## config.mk

```make
export PLATFORM = sky130hd
export DESIGN_NAME = mux_nt1_rr
export DESIGN_NICKNAME = d
export VERILOG_FILES = /design/src/rtl/mux_nt1_rr_pkg.sv /design/src/rtl/mux_nt1_rr_rr_arbiter.sv /design/src/rtl/mux_nt1_rr.sv
export SDC_FILE = /design/constraint.sdc
export NUM_CORES = 1
export LEC_CHECK = 0
export BUFFER_PORTS_ARGS = -buffer_cell sky130_fd_sc_hd__buf_2
export CELL_PAD_IN_SITES_DETAIL_PLACEMENT = 1
export CELL_PAD_IN_SITES_GLOBAL_PLACEMENT = 1
export CORE_ASPECT_RATIO = 1.4
export CORE_UTILIZATION = 30
export CTS_BUF_LIST = sky130_fd_sc_hd__clkbuf_16
export CTS_CLUSTER_SIZE = 25
export DETAILED_ROUTE_END_ITERATION = 8
export PLACE_DENSITY = 0.76
export SLEW_MARGIN = 10
export SYNTH_ARGS = -nofsm -noshare
export SYNTH_HDL_FRONTEND = slang
export SYNTH_SLANG_ARGS = --single-unit
```

## constraint.sdc

```tcl
create_clock -name clk -period 3.19 [get_ports clk]
set_clock_uncertainty 0.05 [all_clocks]
set_input_delay 0.4785 -clock clk [delete_from_list [all_inputs] [get_ports clk]]
set_output_delay 0.4785 -clock clk [all_outputs]
set_load 0.02 [all_outputs]
```

## src/rtl/mux_nt1_rr_pkg.sv

```systemverilog
// Shared constants and mode encoding for the N:1 handshake multiplexer.
package mux_pkg;

  localparam int unsigned MUX_N     = 4;
  localparam int unsigned MUX_WIDTH = 8;

  typedef enum logic {
    MODE_FIXED = 1'b0,
    MODE_RR    = 1'b1
  } mode_e;

endpackage

```

## src/rtl/mux_nt1_rr_rr_arbiter.sv

```systemverilog
// Combinational rotate-priority search: first asserted req at ptr, ptr+1, ... (mod N).
module rr_arbiter #(
  parameter  int unsigned N    = 4,
  localparam int unsigned SELW = $clog2(N)
) (
  input  logic [N-1:0]    req,
  input  logic [SELW-1:0] ptr,
  output logic [SELW-1:0] gnt_idx,
  output logic            gnt_any
);

  int unsigned idx;

  // Scan farthest offset first so the last hit (closest to ptr) wins.
  always_comb begin
    gnt_idx = '0;
    gnt_any = 1'b0;
    idx     = 0;
    for (int unsigned k = N; k > 0; k--) begin
      idx = (32'(ptr) + k - 1) % N;
      if (req[SELW'(idx)]) begin
        gnt_idx = SELW'(idx);
        gnt_any = 1'b1;
      end
    end
  end

endmodule

```

## src/rtl/mux_nt1_rr.sv

```systemverilog
// N:1 channel multiplexer with registered output, valid/ready handshake,
// and fixed-select or round-robin channel selection.
module mux_nt1_rr
  import mux_pkg::*;
#(
  parameter  int unsigned N     = MUX_N,
  parameter  int unsigned WIDTH = MUX_WIDTH,
  localparam int unsigned SELW  = $clog2(N)
) (
  input  logic               clk,
  input  logic               rst_n,
  input  logic               mode,
  input  logic [SELW-1:0]    Sel,
  input  logic [N*WIDTH-1:0] in_data,
  input  logic [N-1:0]       in_valid,
  output logic [N-1:0]       in_ready,
  output logic [WIDTH-1:0]   F,
  output logic               out_valid,
  input  logic               out_ready,
  output logic [SELW-1:0]    out_chan
);

  logic [WIDTH-1:0] f_q;
  logic             valid_q;
  logic [SELW-1:0]  chan_q;
  logic [SELW-1:0]  ptr_q, ptr_d;

  logic [SELW-1:0]  arb_idx;
  logic             arb_any;
  logic [SELW-1:0]  gnt_idx;
  logic             gnt_ok;
  logic             can_load;
  logic             xfer;

  rr_arbiter #(.N(N)) u_arb (
    .req     (in_valid),
    .ptr     (ptr_q),
    .gnt_idx (arb_idx),
    .gnt_any (arb_any)
  );

  assign can_load = !valid_q || out_ready;

  always_comb begin
    gnt_idx  = '0;
    gnt_ok   = 1'b0;
    in_ready = '0;
    if (mode_e'(mode) == MODE_RR) begin
      gnt_idx = arb_idx;
      gnt_ok  = arb_any;
    end else begin
      gnt_idx = Sel;
      gnt_ok  = (32'(Sel) < N);
    end
    // While in reset valid_q is cleared, so rst_n must gate ready explicitly.
    if (rst_n && gnt_ok && can_load) begin
      in_ready[gnt_idx] = 1'b1;
    end
  end

  assign xfer = in_valid[gnt_idx] && in_ready[gnt_idx];

  always_comb begin
    ptr_d = ptr_q;
    if (xfer && mode_e'(mode) == MODE_RR) begin
      ptr_d = (32'(gnt_idx) == N - 1) ? '0 : gnt_idx + 1'b1;
    end
  end

  always_ff @(posedge clk or negedge rst_n) begin
    if (!rst_n) begin
      f_q     <= '0;
      valid_q <= 1'b0;
      chan_q  <= '0;
      ptr_q   <= '0;
    end else begin
      ptr_q <= ptr_d;
      if (xfer) begin
        f_q     <= in_data[gnt_idx*WIDTH +: WIDTH];
        chan_q  <= gnt_idx;
        valid_q <= 1'b1;
      end else if (can_load) begin
        valid_q <= 1'b0;
      end
    end
  end

  assign F         = f_q;
  assign out_valid = valid_q;
  assign out_chan  = chan_q;

endmodule
```

=== Yosys cells after proc, flatten, opt, wreduce, memory -nomap -nowiden ===
Cells that the tools add are included.

* Bits in registers: 13
* Input bits: 42
* Output and inout port bits: 15
* Word-level logic and storage cells: 57

* $add $sub $neg: 9
* Magnitude comparators: 6
* Equality and inequality tests: 1
* Shifts and indexed selects: 1
* Mux-type cells: 28
* Reductions and logical operators: 8

{| class="wikitable"
|+ Operators by type and width
! cell !! count
|-
| variable part select 32 x 6 -> 8 bit || 1
|-
| less-than comparator 2 x 3 -> 1 bit, second input constant || 5
|-
| 2-to-1 mux 1 bit || 14
|-
| binary-select mux 1 bit (select 2 bit) || 6
|-
| 2-to-1 mux 2 bit || 6
|-
| subtractor 2 x 1 -> 2 bit, second input constant || 4
|-
| adder 2 x 1 -> 2 bit, second input constant || 3
|-
| logical AND 1 bit || 5
|-
| adder 2 bit, second input constant || 2
|-
| 2-to-1 mux 4 bit || 1
|-
| demux 1 bit (select 2 bit) || 1
|-
| equality test 2 bit, second input constant || 1
|-
| >= comparator 2 x 1 -> 1 bit, second input constant || 1
|-
| nonzero test 2 bit || 1
|-
| logical NOT 1 bit || 1
|-
| logical OR 1 bit || 1
|}

=== Depth between registers and ports, before layout ===
* Depth in word-level cells: 18
* Gate-level depth with buffers: 12
* Mapped depth without buffers: 10

=== Modules after synthesis ===
A second synthesis with hierarchy kept.

* Cell total of the unflattened synthesis: 97
* Area total of the unflattened synthesis: 1039.7 sq um

{| class="wikitable"
|+ By module, submodules not included
! module !! times used !! cells each !! area each (sq um) !! seq. area each (sq um)
|-
| mux_nt1_rr || 1 || 84 || 962.2 || 325.3
|-
| rr_arbiter || 1 || 13 || 77.6 || 0.0
|}

=== Worst setup path after synthesis ===
No wires, ideal clock.

* Path kind: input to register
* Start: input port in_valid[1]
* End: register ptr_q[1]
* Library setup time: 128 ps
* Arrival: 2476 ps
* Required time: 3012 ps
* Slack: 536 ps
* Stages: 12
* Path buffers: 3
* Path through: o211a_1 o21ai_1 nor2b_2 buf_4 buf_2 ha_1 nand4_1 o211ai_1 nand2b_1 buf_2 a21oi_1 mux2_1

* Cells in the longest elaborated chain, start to end: 16
* Elaborated cells on any way between the ends: 35
* Those cells by class: add/sub: 1; order compare: 2; eq/ne: 1; mux: 26; reduce/logical: 5

{| class="wikitable"
|+ RTL lines
! element !! line !! RTL
|-
| start, declared || mux_nt1_rr.sv:15 || <nowiki>input logic [N-1:0] in_valid,</nowiki>
|-
| binary-select mux 1 bit (select 2 bit) || mux_nt1_rr_rr_arbiter.sv:21 || <nowiki>if (req[SELW'(idx)]) begin</nowiki>
|-
| 2-to-1 mux 1 bit (not written as such) || mux_nt1_rr_rr_arbiter.sv:21 ||
|-
| 2-to-1 mux 2 bit (4 in series) || mux_nt1_rr_rr_arbiter.sv:21 ||
|-
| 2-to-1 mux 2 bit || mux_nt1_rr.sv:48 || <nowiki>if (mode_e'(mode) == MODE_RR) begin</nowiki>
|-
| less-than comparator 2 x 3 -> 1 bit (not written as such) or >= comparator 2 x 1 -> 1 bit (tied branches) || mux_nt1_rr.sv:57 || <nowiki>in_ready[gnt_idx] = 1'b1;</nowiki>
|-
| logical AND 1 bit (not written as such) || mux_nt1_rr.sv:57 ||
|-
| 2-to-1 mux 1 bit (not written as such) || mux_nt1_rr.sv:57 ||
|-
| demux 1 bit (select 2 bit) || mux_nt1_rr.sv:57 ||
|-
| 2-to-1 mux 4 bit || mux_nt1_rr.sv:56 || <nowiki>if (rst_n && gnt_ok && can_load) begin</nowiki>
|-
| binary-select mux 1 bit (select 2 bit) || mux_nt1_rr.sv:61 || <nowiki>assign xfer = in_valid[gnt_idx] && in_ready[gnt_idx];</nowiki>
|-
| 2-to-1 mux 1 bit (not written as such) || mux_nt1_rr.sv:61 ||
|-
| logical AND 1 bit || mux_nt1_rr.sv:61 ||
|-
| logical AND 1 bit || mux_nt1_rr.sv:65 || <nowiki>if (xfer && mode_e'(mode) == MODE_RR) begin</nowiki>
|-
| end signal, assigned || mux_nt1_rr.sv:77 || <nowiki>ptr_q <= ptr_d;</nowiki>
|-
| end, declared || mux_nt1_rr.sv:26 || <nowiki>logic [SELW-1:0] ptr_q, ptr_d;</nowiki>
|}

Several ways; a longest one is shown, not always the timed one. The select of a mux whose other input is x is not followed.
A chain may end at the register's enable or synchronous reset.

=== Worst setup path after layout ===
* Start: register ptr_q[0]
* End: register f_q[5] (netlist: F[5])

* Cells in the longest elaborated chain, start to end: 17
* Elaborated cells on any way between the ends: 40
* Those cells by class: add/sub: 8; order compare: 2; shift: 1; mux: 25; reduce/logical: 4

{| class="wikitable"
|+ RTL lines
! element !! line !! RTL
|-
| adder 2 x 1 -> 2 bit || mux_nt1_rr_rr_arbiter.sv:20 || <nowiki>idx = (32'(ptr) + k - 1) % N;</nowiki>
|-
| subtractor 2 x 1 -> 2 bit || mux_nt1_rr_rr_arbiter.sv:20 ||
|-
| binary-select mux 1 bit (select 2 bit) || mux_nt1_rr_rr_arbiter.sv:21 ||
|-
| 2-to-1 mux 1 bit (not written as such) || mux_nt1_rr_rr_arbiter.sv:21 ||
|-
| 2-to-1 mux 2 bit (4 in series) || mux_nt1_rr_rr_arbiter.sv:21 ||
|-
| 2-to-1 mux 2 bit || mux_nt1_rr.sv:48 ||
|-
| less-than comparator 2 x 3 -> 1 bit (not written as such) or >= comparator 2 x 1 -> 1 bit (tied branches) || mux_nt1_rr.sv:57 ||
|-
| logical AND 1 bit (not written as such) || mux_nt1_rr.sv:57 ||
|-
| 2-to-1 mux 1 bit (not written as such) || mux_nt1_rr.sv:57 ||
|-
| demux 1 bit (select 2 bit) || mux_nt1_rr.sv:57 ||
|-
| 2-to-1 mux 4 bit || mux_nt1_rr.sv:56 ||
|-
| binary-select mux 1 bit (select 2 bit) || mux_nt1_rr.sv:61 ||
|-
| 2-to-1 mux 1 bit (not written as such) || mux_nt1_rr.sv:61 ||
|-
| logical AND 1 bit || mux_nt1_rr.sv:61 ||
|-
| end signal, assigned || mux_nt1_rr.sv:79 || <nowiki>f_q <= in_data[gnt_idx*WIDTH +: WIDTH];</nowiki>
|-
| end, declared || mux_nt1_rr.sv:23 || <nowiki>logic [WIDTH-1:0] f_q;</nowiki>
|}

Several ways; a longest one is shown, not always the timed one. The select of a mux whose other input is x is not followed.

==> flow_summary.json <==
{
  "worst_slack_ns": 0.522,
  "start_util_pct": 31.1,
  "avgSynthCellArea_um2": 8.08,
  "cts_buffers": 3,
  "cp_max_fo": 9,
  "vias": 1246,
  "fmax_ghz": 0.375,
  "synth_top_cell_area_share_pct": 31.2,
  "ys_ff_latch": 13,
  "syn_nets": 172,
  "min_path_type": "input pin to async pin",
  "pre_cts_ws_ns": 0.321,
  "final_nets": 228,
  "synth_top_flop_cell": "dfrtp_1",
  "cp.required_ns": 3.26,
  "p_per_area_nw_per_um2": 719,
  "maxSlewHeadroom_pct": 63.5,
  "cts_setup_buffers": 0,
  "synthCells": 129,
  "clockBufferDepth": 2,
  "fin_crit_ns": 2.67,
  "maxSlewViolCount": 0,
  "fin_setup_tns_ns": 0,
  "cts_root_buffer": "clkbuf_16",
  "start_kind": "register",
  "postCtsHoldBufs": 0,
  "grt_max_degree": 30,
  "core-area_um2": 3350,
  "worstPathArrival_ns": 2.74,
  "drc_errors": 0,
  "grt_pass1_wl_mm": 5.74,
  "p_leak_nw": 0.732,
  "crit_top_cell": "nand2b_1",
  "seq_area_frac_synth_pct": 31.2,
  "tightest_slew_ns": 0.539,
  "h-tree-depth": 1,
  "yosysTopAreaCell": "dfrtp_1",
  "gp_congestion": 0.938,
  "drive_above_1_share_pct": 34.8,
  "hpwl_mm": 2.89,
  "synth_cell_type_count": 36,
  "antenna_found_initial": 0,
  "end_kind": "register",
  "cts_tree": "done",
  "slowest_delay_ns": 0.40,
  "async_flop_share_pct": 100,
  "peakVddDrop_v": 0.000251,
  "io_buffers": 56,
  "setup_viol": 0,
  "wl_per_cell_um": 15.8,
  "path_clk_slew_ns": 0.04,
  "area_delta_synth_final_pct": 37.1,
  "grt_pass1_vias": 1301,
  "synth_commonest_cells": "15 x nand2_1, 13 x dfrtp_1, 13 x nor2_1",
  "path_cells": "nand2b_1 -> a21oi_1 -> o31a_1 -> inv_1 -> ha_1 -> nand4_1 -> o211ai_1 -> nand2b_1 -> and2_1 -> a221o_1",
  "globalRouteTotalUtil_pct": 21.0,
  "final_area_um2": 1430,
  "grt_overflow_total": 0,
  "rrSetupSlack_ns": 0.52,
  "finalHoldViolCount": 0,
  "synth-warning-count": 0,
  "die-height_um": 71.7,
  "routed_via_density": 5.56,
  "yosysMostFrequentCell": "nand2_1",
  "crit_path_top_delay_cell": "dfrtp_1",
  "num_io_pins": 57,
  "status": "finished clean",
  "dr.pass1.iters": 4,
  "synth_area_um2": 1040,
  "drt_iter0_drc": 21,
  "diodes": 0,
  "rsz0062_at_grt": "no",
  "synth-edff-count": 0,
  "cts_resized": 0,
  "cts_sinks": 13,
  "placed_area_um2": 1350,
  "row_count": 25,
  "fin_crit_sh_pct": 83.6,
  "path_class": "register to register",
  "dieArea_um2": 3720,
  "drtAntennaViolNets": 0,
  "maxCapViolations": 0,
  "routed_wl_mm": 3.54,
  "clk_latency_ns": 0.24,
  "die_x_um": 51.8,
  "synth_area_leaders": "dfrtp_1 31%, mux2i_1 11%, a221o_1 7.7%"
}
through the flow:
step | cells | hold slack, ns | utilization [%] | power [mW]
after detailed placement | 220 | 0.383 | 40.3 | 0.804
after floorplan | 129 | 0.133 | - | 0.629
final | 224 | 0.110 | 42.7 | 1.03
after global routing | 224 | 0.134 | 42.7 | 1.09
after CTS | 224 | 0.118 | 42.7 | 1.04
after global placement | 220 | 0.371 | 40.3 | 0.781
cell usage in the layout, fill, tap and decap left out, types with 2 or more instances in the layout:
cell / instances
buf_2: 56
nand2_1: 15
dfrtp_1: 13
nor2_1: 13
mux2i_1: 11
o21ai_0: 10
nand3_1: 8
a221o_1: 8
nand2b_1: 6
inv_1: 6
a21oi_1: 4
o21ai_1: 3
clkbuf_16: 3
buf_4: 3
nor2b_1: 2
and3_1: 2
nand4_1: 2
o211ai_1: 2
nor3_1: 2
cell type report:
cell class | count | area (um2)
multi-input cells | 103 | 653
inverters | 5 | 18.8
well taps | 40 | 50.0
fillers | 412 | 1920
clock buffers | 3 | 75.1
clock inverters | 1 | 3.75
repair buffers | 59 | 303
flip-flops and latches | 13 | 325
per-layer routing:
layer	wire length [um]	vias up	global-route usage, %
met4	113	0	9.91
met2	1900	59	38.5
met5	0	-	0
met3	203	11	4.25
met1	1330	593	22.1
li1	-	583	-
flip-flops by register name, indices dropped and copies added (netlist names):
register	count
out_chan	2
out_valid	1
F	8
ptr_q	2
power breakdown:
part	switching (mW)	internal (mW)
Clock	0.0651	0.165
Sequential	0.0589	0.242
Combinational	0.294	0.203
Total	0.418	0.610
final timing paths:
kind / to / from / depth (start not counted)
worst max-delay path: F[5]$_DFFE_PN0P_ / ptr_q[0]$_DFFE_PN0P_ / 10
worst min-delay path: F[1]$_DFFE_PN0P_ / rst_n / 1
worst max register to register: F[5]$_DFFE_PN0P_ / ptr_q[0]$_DFFE_PN0P_ / 10
worst min register to register: out_chan[0]$_DFFE_PN0P_ / out_chan[0]$_DFFE_PN0P_ / 2
max in group asynchronous: out_chan[1]$_DFFE_PN0P_ / rst_n / 1
min in group clk: out_chan[0]$_DFFE_PN0P_ / out_chan[0]$_DFFE_PN0P_ / 2
logic make-up after synthesis:
family          synth area share (%)
mux                             11.6
buf+inv                         6.12
compound gates                  23.5
flops                           31.2
fa+ha+maj                       1.20
simple gates                    26.3
worst max-delay path, delay by kind of cell (launching register included):
kind	cells	cell delay (ns)
AND/OR/NAND/NOR	4	0.76
adder cells (fa/ha/maj)	1	0.23
buffers and inverters	1	0.11
AO/OA/AOI/OAI	4	0.99
flip-flops	1	0.40
Power figures use the tool's default switching activity.
